**config.mk**
```make
export PLATFORM = sky130hd
export DESIGN_NAME = nvr_mem_ctrl_flat
export DESIGN_NICKNAME = d
export VERILOG_FILES = /design/src/rtl/nvr_mem_ctrl_if.sv /design/src/rtl/nvr_mem_ctrl.sv /design/src/flat_wrapper.sv
export SDC_FILE = /design/constraint.sdc
export NUM_CORES = 1
export LEC_CHECK = 0
export CORE_ASPECT_RATIO = 1.25
export CORE_UTILIZATION = 44
export CTS_BUF_LIST = sky130_fd_sc_hd__clkbuf_8
export DETAILED_ROUTE_END_ITERATION = 8
export PLACE_DENSITY = 0.83
export SETUP_SLACK_MARGIN = 0.2
export SYNTH_ARGS = -nofsm -noshare
export SYNTH_HDL_FRONTEND = slang
export SYNTH_SLANG_ARGS = --single-unit
```
**constraint.sdc**
```tcl
create_clock -name clk -period 2.4 [get_ports clk]
set_input_delay 0.72 -clock clk [delete_from_list [all_inputs] [get_ports clk]]
set_output_delay 0.72 -clock clk [all_outputs]
set_load 0.01 [all_outputs]
```
**src/rtl/nvr_mem_ctrl_if.sv**
```systemverilog
// ---------------------------------------------------------------------------
// nvr_mem_ctrl_if
//
// Request/response bus between the datapath (load/store unit) and the NVR
// memory sequencer.
//
// Parameters:
//   ADDR_W    - NVR word address width
//   DATA_W    - data word width
//
// Signals:
//   req_rd    - load request, sampled by the controller while ready=1
//   req_wr    - store request, sampled by the controller while ready=1
//   req_addr  - word address of the access
//   req_wdata - store data, already lane-organized
//   ready     - controller idle and accepting a request
//   done      - one-cycle pulse when an access completes
//   err       - sticky timeout flag, cleared by the next accepted request
//   rdata     - data of the last completed read
//
// Modports:
//   master    - datapath side (drives the request)
//   slave     - controller side (drives the response)
// ---------------------------------------------------------------------------
interface nvr_mem_ctrl_if #(
  parameter int ADDR_W = 7,
  parameter int DATA_W = 32
) ();

  logic              req_rd;
  logic              req_wr;
  logic [ADDR_W-1:0] req_addr;
  logic [DATA_W-1:0] req_wdata;
  logic              ready;
  logic              done;
  logic              err;
  logic [DATA_W-1:0] rdata;

  modport master (
    output req_rd,
    output req_wr,
    output req_addr,
    output req_wdata,
    input  ready,
    input  done,
    input  err,
    input  rdata
  );

  modport slave (
    input  req_rd,
    input  req_wr,
    input  req_addr,
    input  req_wdata,
    output ready,
    output done,
    output err,
    output rdata
  );

endinterface

```
**src/rtl/nvr_mem_ctrl.sv**
```systemverilog
// ---------------------------------------------------------------------------
// nvr_mem_ctrl
//
// Sequencer between the datapath and the NVR_TOP data memory macro. It turns
// a single-cycle load/store request into the NVR strobe sequence
// (address/WE setup, CE pulse, wait for RDY), returns the read data, and
// generates the NVR power-on POR pulse after every reset.
//
// Parameters:
//   ADDR_W       - NVR word address width (drives NVR A)
//   DATA_W       - data width
//   POR_LOW_CYC  - cycles POR is held low after reset release
//   POR_HIGH_CYC - POR pulse width in cycles
//   SETUP_CYC    - cycles A/DIN/WE are stable before CE rises (>= 1)
//   CE_CYC       - CE high width in cycles (>= 1)
//   MIN_WAIT     - cycles after CE falls before RDY at the pin is trusted
//   TIMEOUT      - max cycles spent waiting before the access is aborted
//
// Ports:
//   clk      - controller clock, rising edge
//   reset    - asynchronous active-low reset
//   bus      - request/response bus (slave side), see nvr_mem_ctrl_if
//   mem_a    - NVR A
//   mem_din  - NVR DIN
//   mem_ce   - NVR CE
//   mem_we   - NVR WE
//   mem_por  - NVR POR
//   mem_dout - NVR DOUT
//   mem_rdy  - NVR RDY, asynchronous to clk
// ---------------------------------------------------------------------------
module nvr_mem_ctrl #(
  parameter int ADDR_W       = 7,
  parameter int DATA_W       = 32,
  parameter int POR_LOW_CYC  = 10,
  parameter int POR_HIGH_CYC = 10,
  parameter int SETUP_CYC    = 2,
  parameter int CE_CYC       = 1,
  parameter int MIN_WAIT     = 2,
  parameter int TIMEOUT      = 255
) (
  input  logic              clk,
  input  logic              reset,
  nvr_mem_ctrl_if.slave     bus,
  output logic [ADDR_W-1:0] mem_a,
  output logic [DATA_W-1:0] mem_din,
  output logic              mem_ce,
  output logic              mem_we,
  output logic              mem_por,
  input  logic [DATA_W-1:0] mem_dout,
  input  logic              mem_rdy
);

  // The synchronized view of RDY lags the pin by SYNC_STAGES cycles, so rdy_s
  // only reflects a pin value taken at least MIN_WAIT cycles after the CE fall
  // once RDY_HOLDOFF cycles of WAIT have gone by. Anything earlier could be a
  // stale "ready" left over from before the strobe.
  localparam int SYNC_STAGES = 2;
  localparam int RDY_HOLDOFF = MIN_WAIT + SYNC_STAGES;

  // One shared counter serves every timed state; it must hold the largest
  // terminal value and is never narrower than 8 bits.
  localparam int MAX_POR = (POR_LOW_CYC > POR_HIGH_CYC) ? POR_LOW_CYC : POR_HIGH_CYC;
  localparam int MAX_STB = (SETUP_CYC > CE_CYC) ? SETUP_CYC : CE_CYC;
  localparam int MAX_WT  = (TIMEOUT > RDY_HOLDOFF) ? TIMEOUT : RDY_HOLDOFF;
  localparam int MAX_PS  = (MAX_POR > MAX_STB) ? MAX_POR : MAX_STB;
  localparam int MAX_ALL = (MAX_PS > MAX_WT) ? MAX_PS : MAX_WT;
  localparam int CNT_W   = ($clog2(MAX_ALL + 1) > 8) ? $clog2(MAX_ALL + 1) : 8;

  // Terminal counts: each timed state lasts exactly N cycles, so it leaves
  // when the count of cycles already spent there reaches N-1.
  localparam logic [CNT_W-1:0] CNT_MAX        = '1;
  localparam logic [CNT_W-1:0] CNT_ONE        = CNT_W'(1);
  localparam logic [CNT_W-1:0] POR_LOW_LAST   = CNT_W'(POR_LOW_CYC - 1);
  localparam logic [CNT_W-1:0] POR_HIGH_LAST  = CNT_W'(POR_HIGH_CYC - 1);
  localparam logic [CNT_W-1:0] SETUP_LAST     = CNT_W'(SETUP_CYC - 1);
  localparam logic [CNT_W-1:0] CE_LAST        = CNT_W'(CE_CYC - 1);
  localparam logic [CNT_W-1:0] RDY_OK_CNT     = CNT_W'(RDY_HOLDOFF);
  localparam logic [CNT_W-1:0] TIMEOUT_LAST   = CNT_W'(TIMEOUT - 1);

  typedef enum logic [2:0] {
    ST_POR_WAIT,
    ST_POR_PULSE,
    ST_IDLE,
    ST_SETUP,
    ST_STROBE,
    ST_WAIT,
    ST_DONE
  } state_t;

  state_t             state;
  state_t             state_next;
  logic [CNT_W-1:0]   cnt;
  logic [CNT_W-1:0]   cnt_next;
  logic [CNT_W-1:0]   cnt_inc;
  logic               rdy_meta;
  logic               rdy_s;
  logic               accept;
  logic               wait_timeout;
  logic               ready_q;
  logic               done_q;
  logic               err_q;
  logic [DATA_W-1:0]  rdata_q;

  assign bus.ready = ready_q;
  assign bus.done  = done_q;
  assign bus.err   = err_q;
  assign bus.rdata = rdata_q;

  // Two-flop synchronizer for the macro's RDY, which is not related to clk.
  always_ff @(posedge clk or negedge reset) begin
    if (!reset) begin
      rdy_meta <= 1'b0;
      rdy_s    <= 1'b0;
    end else begin
      rdy_meta <= mem_rdy;
      rdy_s    <= rdy_meta;
    end
  end

  // State register and the shared cycle counter. Reset always restarts the
  // POR sequence, even in the middle of an access.
  always_ff @(posedge clk or negedge reset) begin
    if (!reset) begin
      state <= ST_POR_WAIT;
      cnt   <= '0;
    end else begin
      state <= state_next;
      cnt   <= cnt_next;
    end
  end

  // The counter saturates instead of wrapping so a stuck state can never
  // alias back to an early count.
  assign cnt_inc = (cnt == CNT_MAX) ? cnt : cnt + CNT_ONE;

  // Next-state logic. Every state transition restarts the counter at zero so
  // each timed state measures only its own cycles. In WAIT, a valid RDY takes
  // priority over the timeout when both happen in the same cycle.
  always_comb begin
    state_next   = state;
    cnt_next     = cnt_inc;
    accept       = 1'b0;
    wait_timeout = 1'b0;
    case (state)
      ST_POR_WAIT: begin
        if (cnt >= POR_LOW_LAST) begin
          state_next = ST_POR_PULSE;
          cnt_next   = '0;
        end
      end
      ST_POR_PULSE: begin
        if (cnt >= POR_HIGH_LAST) begin
          state_next = ST_IDLE;
          cnt_next   = '0;
        end
      end
      ST_IDLE: begin
        cnt_next = '0;
        if (bus.req_rd || bus.req_wr) begin
          accept     = 1'b1;
          state_next = ST_SETUP;
        end
      end
      ST_SETUP: begin
        if (cnt >= SETUP_LAST) begin
          state_next = ST_STROBE;
          cnt_next   = '0;
        end
      end
      ST_STROBE: begin
        if (cnt >= CE_LAST) begin
          state_next = ST_WAIT;
          cnt_next   = '0;
        end
      end
      ST_WAIT: begin
        if (rdy_s && (cnt >= RDY_OK_CNT)) begin
          state_next = ST_DONE;
          cnt_next   = '0;
        end else if (cnt >= TIMEOUT_LAST) begin
          wait_timeout = 1'b1;
          state_next   = ST_DONE;
          cnt_next     = '0;
        end
      end
      ST_DONE: begin
        state_next = ST_IDLE;
        cnt_next   = '0;
      end
      default: begin
        state_next = ST_POR_WAIT;
        cnt_next   = '0;
      end
    endcase
  end

  // Status and strobe outputs are registered from the next state so the NVR
  // pins are driven straight from flops (no decode glitches on CE or POR),
  // while still changing on the same edge as the state itself. Because they
  // reset asynchronously, CE drops the moment reset is asserted.
  always_ff @(posedge clk or negedge reset) begin
    if (!reset) begin
      ready_q <= 1'b0;
      done_q  <= 1'b0;
      mem_ce  <= 1'b0;
      mem_por <= 1'b0;
    end else begin
      ready_q <= (state_next == ST_IDLE);
      done_q  <= (state_next == ST_DONE);
      mem_ce  <= (state_next == ST_STROBE);
      mem_por <= (state_next == ST_POR_PULSE);
    end
  end

  // Access registers. Address, write data and WE are captured only when a
  // request is accepted, so they stay put from SETUP through DONE and can
  // never move under an active CE. A simultaneous load and store becomes a
  // store. WE is released on the edge that leaves DONE. err is set on the
  // edge entering DONE after a timeout, so inside DONE it tells whether this
  // access timed out and the read data must not be taken.
  always_ff @(posedge clk or negedge reset) begin
    if (!reset) begin
      mem_a   <= '0;
      mem_din <= '0;
      mem_we  <= 1'b0;
      err_q   <= 1'b0;
      rdata_q <= '0;
    end else begin
      if (accept) begin
        mem_a   <= bus.req_addr;
        mem_din <= bus.req_wdata;
        mem_we  <= bus.req_wr;
        err_q   <= 1'b0;
      end
      if (wait_timeout) begin
        err_q <= 1'b1;
      end
      if (state == ST_DONE) begin
        mem_we <= 1'b0;
        if (!err_q && !mem_we) begin
          rdata_q <= mem_dout;
        end
      end
    end
  end

endmodule

```
**src/flat_wrapper.sv**
```systemverilog
// flat-port wrapper written by rule: the top's interface ports become plain ports
module nvr_mem_ctrl_flat 
#(
  parameter int ADDR_W       = 7,
  parameter int DATA_W       = 32,
  parameter int POR_LOW_CYC  = 10,
  parameter int POR_HIGH_CYC = 10,
  parameter int SETUP_CYC    = 2,
  parameter int CE_CYC       = 1,
  parameter int MIN_WAIT     = 2,
  parameter int TIMEOUT      = 255
)
  (clk, reset, mem_a, mem_din, mem_ce, mem_we, mem_por, mem_dout, mem_rdy, bus_req_rd, bus_req_wr, bus_req_addr, bus_req_wdata, bus_ready, bus_done, bus_err, bus_rdata);
  nvr_mem_ctrl_if #(.ADDR_W(ADDR_W), .DATA_W(DATA_W)) bus_i ();
  input  logic clk;
  input  logic reset;
  output logic [ADDR_W-1:0] mem_a;
  output logic [DATA_W-1:0] mem_din;
  output logic mem_ce;
  output logic mem_we;
  output logic mem_por;
  input  logic [DATA_W-1:0] mem_dout;
  input  logic mem_rdy;
  input wire logic [$bits(bus_i.req_rd)-1:0] bus_req_rd;
  input wire logic [$bits(bus_i.req_wr)-1:0] bus_req_wr;
  input wire logic [$bits(bus_i.req_addr)-1:0] bus_req_addr;
  input wire logic [$bits(bus_i.req_wdata)-1:0] bus_req_wdata;
  output wire logic [$bits(bus_i.ready)-1:0] bus_ready;
  output wire logic [$bits(bus_i.done)-1:0] bus_done;
  output wire logic [$bits(bus_i.err)-1:0] bus_err;
  output wire logic [$bits(bus_i.rdata)-1:0] bus_rdata;
  assign bus_i.req_rd = bus_req_rd;
  assign bus_i.req_wr = bus_req_wr;
  assign bus_i.req_addr = bus_req_addr;
  assign bus_i.req_wdata = bus_req_wdata;
  assign bus_ready = bus_i.ready;
  assign bus_done = bus_i.done;
  assign bus_err = bus_i.err;
  assign bus_rdata = bus_i.rdata;
  nvr_mem_ctrl #(.ADDR_W(ADDR_W), .DATA_W(DATA_W), .POR_LOW_CYC(POR_LOW_CYC), .POR_HIGH_CYC(POR_HIGH_CYC), .SETUP_CYC(SETUP_CYC), .CE_CYC(CE_CYC), .MIN_WAIT(MIN_WAIT), .TIMEOUT(TIMEOUT)) u_core (.clk(clk), .reset(reset), .bus(bus_i), .mem_a(mem_a), .mem_din(mem_din), .mem_ce(mem_ce), .mem_we(mem_we), .mem_por(mem_por), .mem_dout(mem_dout), .mem_rdy(mem_rdy));
endmodule
```
==> impl_metrics.env <==
export IMPL_status="complete, no violations"
export IMPL_synth_cell_type_count=40
export IMPL_crit_type="reg -> reg"
export IMPL_fp_row_count=36
export IMPL_r2r_start="u_core.cnt[4]$_DFF_PN0_"
export IMPL_hold_path_class="in -> async"
export IMPL_clkTransAtPathRegs_ns=0.09
export IMPL_post_place_ws_ns=0.1243
export IMPL_async_flop_share_pct=100.0
export IMPL_setup_ws_ns=0.2863
export IMPL_clock_fmax_mhz=473.1
export IMPL_grt_max_degree=41
export IMPL_fillerInstances=552
export IMPL_fin_crit_sh_pct=88.07
export IMPL_grt_pass1_vias=2682
export IMPL_cap_violations=0
export IMPL_max_slew_margin_rel_pct=72.80
export IMPL_r2r_cells=4
export IMPL_place_area_um2=5255
export IMPL_p_leak_nw=2.293
export IMPL_min_period_ns=2.114
export IMPL_avgSynthCellArea_um2=14.45
export IMPL_drv_slew=0
export IMPL_nNetsFinal=485
export IMPL_die_area_um2=8578
export IMPL_drive_above_1_share_pct=24.39
export IMPL_gp_congestion=0.7670
export IMPL_rr_endpoint="u_core.cnt[4]$_DFF_PN0_"
export IMPL_clock_path_buffers=2
export IMPL_p_clk_share_pct=21.4
export IMPL_grt_pass1_wl_mm=13.46
export IMPL_sequentialPowerShare_pct=39.3
export IMPL_grt_overflow=0
export IMPL_setup_viol=0
export IMPL_clk_latency_ns=0.36
export IMPL_area_sequential_um2=2252
export IMPL_final_cells=505
export IMPL_drt_iter0_markers=68
export IMPL_skew_ns=0.009492
export IMPL_cts_num_sinks=90
export IMPL_antenna_cells=0
export IMPL_vias=2602
export IMPL_ys_warn_count=0
export IMPL_start_util_pct=45.83
export IMPL_yosys_register_bits=90
export IMPL_start_kind="flip-flop"
export IMPL_required_ns=2.67
export IMPL_power_per_cell_area_nw_per_um2=1097
export IMPL_die_h_um=103.3
export IMPL_place_inst=489
export IMPL_port_buffers=152
export IMPL_multi_input_area_um2=1306
export IMPL_antenna_found_initial=0
export IMPL_drc=0
export IMPL_rsz0062_at_grt="false"
export IMPL_syn_num_nets=330
export IMPL_power_share_switching_pct=29.78
export IMPL_crit_path_end_kind="flip-flop"
export IMPL_syn_inst=250
export IMPL_rrSetupSlack_ns=0.29
export IMPL_syn_area_um2=3612
export IMPL_drt_pass1_iter_count=4
export IMPL_final_area_um2=5537
export IMPL_fin_util_pct=70.24
export IMPL_boundaryPins=153
export IMPL_intPower_mw=4.266
export IMPL_root_buffer="clkbuf_8"
export IMPL_p_sw_mw=1.809
export IMPL_area_growth_pct=53.27
export IMPL_ys_flop_type="dfrtp_1"
export IMPL_synth_edff_count=0
export IMPL_die_w_um=83.04
export IMPL_worstMarginPinSlew_ns=0.4080
export IMPL_antenna_left=0
export IMPL_wl_mm=8.386
export IMPL_via_per_inst=5.152
export IMPL_cts_tree="done"
export IMPL_hpwl_mm=6.168
export IMPL_ir_worst_vdd_v=0.0006437
export IMPL_coreArea_um2=7883
export IMPL_gr_usage_all_layers_pct=20.07
export IMPL_wl_per_cell_um=16.61
export IMPL_synth_seq_area_share_pct=62.35
export IMPL_cp_data_arrival_time_ns=2.39
export IMPL_ctsHtreeMaxLevel=3
export IMPL_crit_fanout=10
export IMPL_timing_hold_violations_final=0
export IMPL_setup_tns_ns=0
export IMPL_comb_power_share_pct=39.3
export IMPL_cts_hold_buf=0
export IMPL_cts_buffers=9
cell families after synthesis:
kind of cell	synth area share, %
compound gates	5.335
simple gates	5.022
xor+xnor	0.9700
mux	22.69
buf+inv	2.252
flops	62.35
fa+ha+maj	1.386
worst max-delay path by stage:
stage | from | to | slack (ns)
finish | u_core.cnt[4]$_DFF_PN0_ | u_core.cnt[4]$_DFF_PN0_ | 0.29
global route | u_core.cnt[4]$_DFF_PN0_ | u_core.cnt[4]$_DFF_PN0_ | 0.22
CTS | u_core.cnt[0]$_DFF_PN0_ | u_core.cnt[4]$_DFF_PN0_ | 0.23
detailed placement | bus_req_wr | u_core.mem_a[0]$_DFFE_PN0P_ | 0.12
global placement | bus_req_rd | u_core.mem_din[21]$_DFFE_PN0P_ | 0.15
floorplan | u_core.cnt[4]$_DFF_PN0_ | u_core.cnt[4]$_DFF_PN0_ | 0.36
flip-flops by register name, summed over array words and instances (netlist names), 3 cells and up:
name and flops:
u_core.bus.rdata 32, u_core.mem_a 7, u_core.mem_din 32, u_core.cnt 8, u_core.state 3
cells in the mapped netlist, drive strengths merged, types with 2 or more instances:
cell     instances  area [um2]
a21oi            6       30.03
clkbuf           7       26.28
inv              7       26.28
nor2             9       33.78
or4              2       15.01
nand2b           3       18.77
o211ai           3       22.52
o22ai            3       18.77
mux2i            2       20.02
dfrtp           90        2252
xor2             2       17.52
ha               4       50.05
nand2            4       15.01
xnor2            2       17.52
o21ai            3       15.01
nand3            2       10.01
nor3             3       15.01
nand4            2       12.51
buf              5       28.78
mux2            71       799.5
a22o             2       17.52
or3              2       12.51
a2bb2oi          2       17.52
placed cells by master (no fill, tap or decap), types with 4 or more instances in the layout:
cell | Yosys | routed
clkdlybuf4s50_1 | 0 | 151
ha_1 | 4 | 4
a21oi_1 | 6 | 5
clkbuf_8 | 0 | 11
dfrtp_1 | 90 | 90
nor2_1 | 9 | 9
mux2_2 | 70 | 70
inv_1 | 7 | 7
worst max-delay path: stages, from the launching register on:
cell and delay, ns:
dfrtp_1 0.45, or4_4 0.61, o21a_1 0.25, o32a_4 0.45, a221oi_2 0.27
power by group through the flow:
stage,Sequential (mW),Clock [mW],Combinational [mW]
after global placement,2.38,0,2.31
final,2.39,1.30,2.39
after detailed placement,2.42,0,2.37
after CTS,2.39,1.33,2.38
after floorplan,2.57,0,0.877
after global routing,2.47,1.38,2.56
stage by stage:
stage / hold WS, ns / total power [mW]
final: 0.2541 / 6.075
after floorplan: 0.3312 / 3.451
after CTS: 0.2586 / 6.106
after global placement: 0.3356 / 4.693
after detailed placement: 0.3387 / 4.792
after global routing: 0.2801 / 6.415
timing repair:
item | 4_1_cts | 5_1_grt
pin swaps | 0 | 0
endpoints found under the setup margin | 1 | 6
buffers inserted | 0 | 0
resized for setup | 2 | 3
per-layer routing:
layer / vias to the layer above / global-route usage (%) / share of wire (%)
met5: - / 0 / 0
met4: 0 / 9.814 / 2.3
met3: 17 / 4.841 / 5.4
met2: 93 / 34.55 / 53
met1: 1291 / 23.97 / 39
li1: 1201 / - / -
cell type report:
type	count	share of cell area, %
clock inverters	5	1.943
repair buffers	156	28.43
well taps	95	2.147
multi-input cells	141	23.59
flip-flops and latches	90	40.68
inverters	7	0.4746
clock buffers	11	2.734
(Power assumes the default switching activity.)
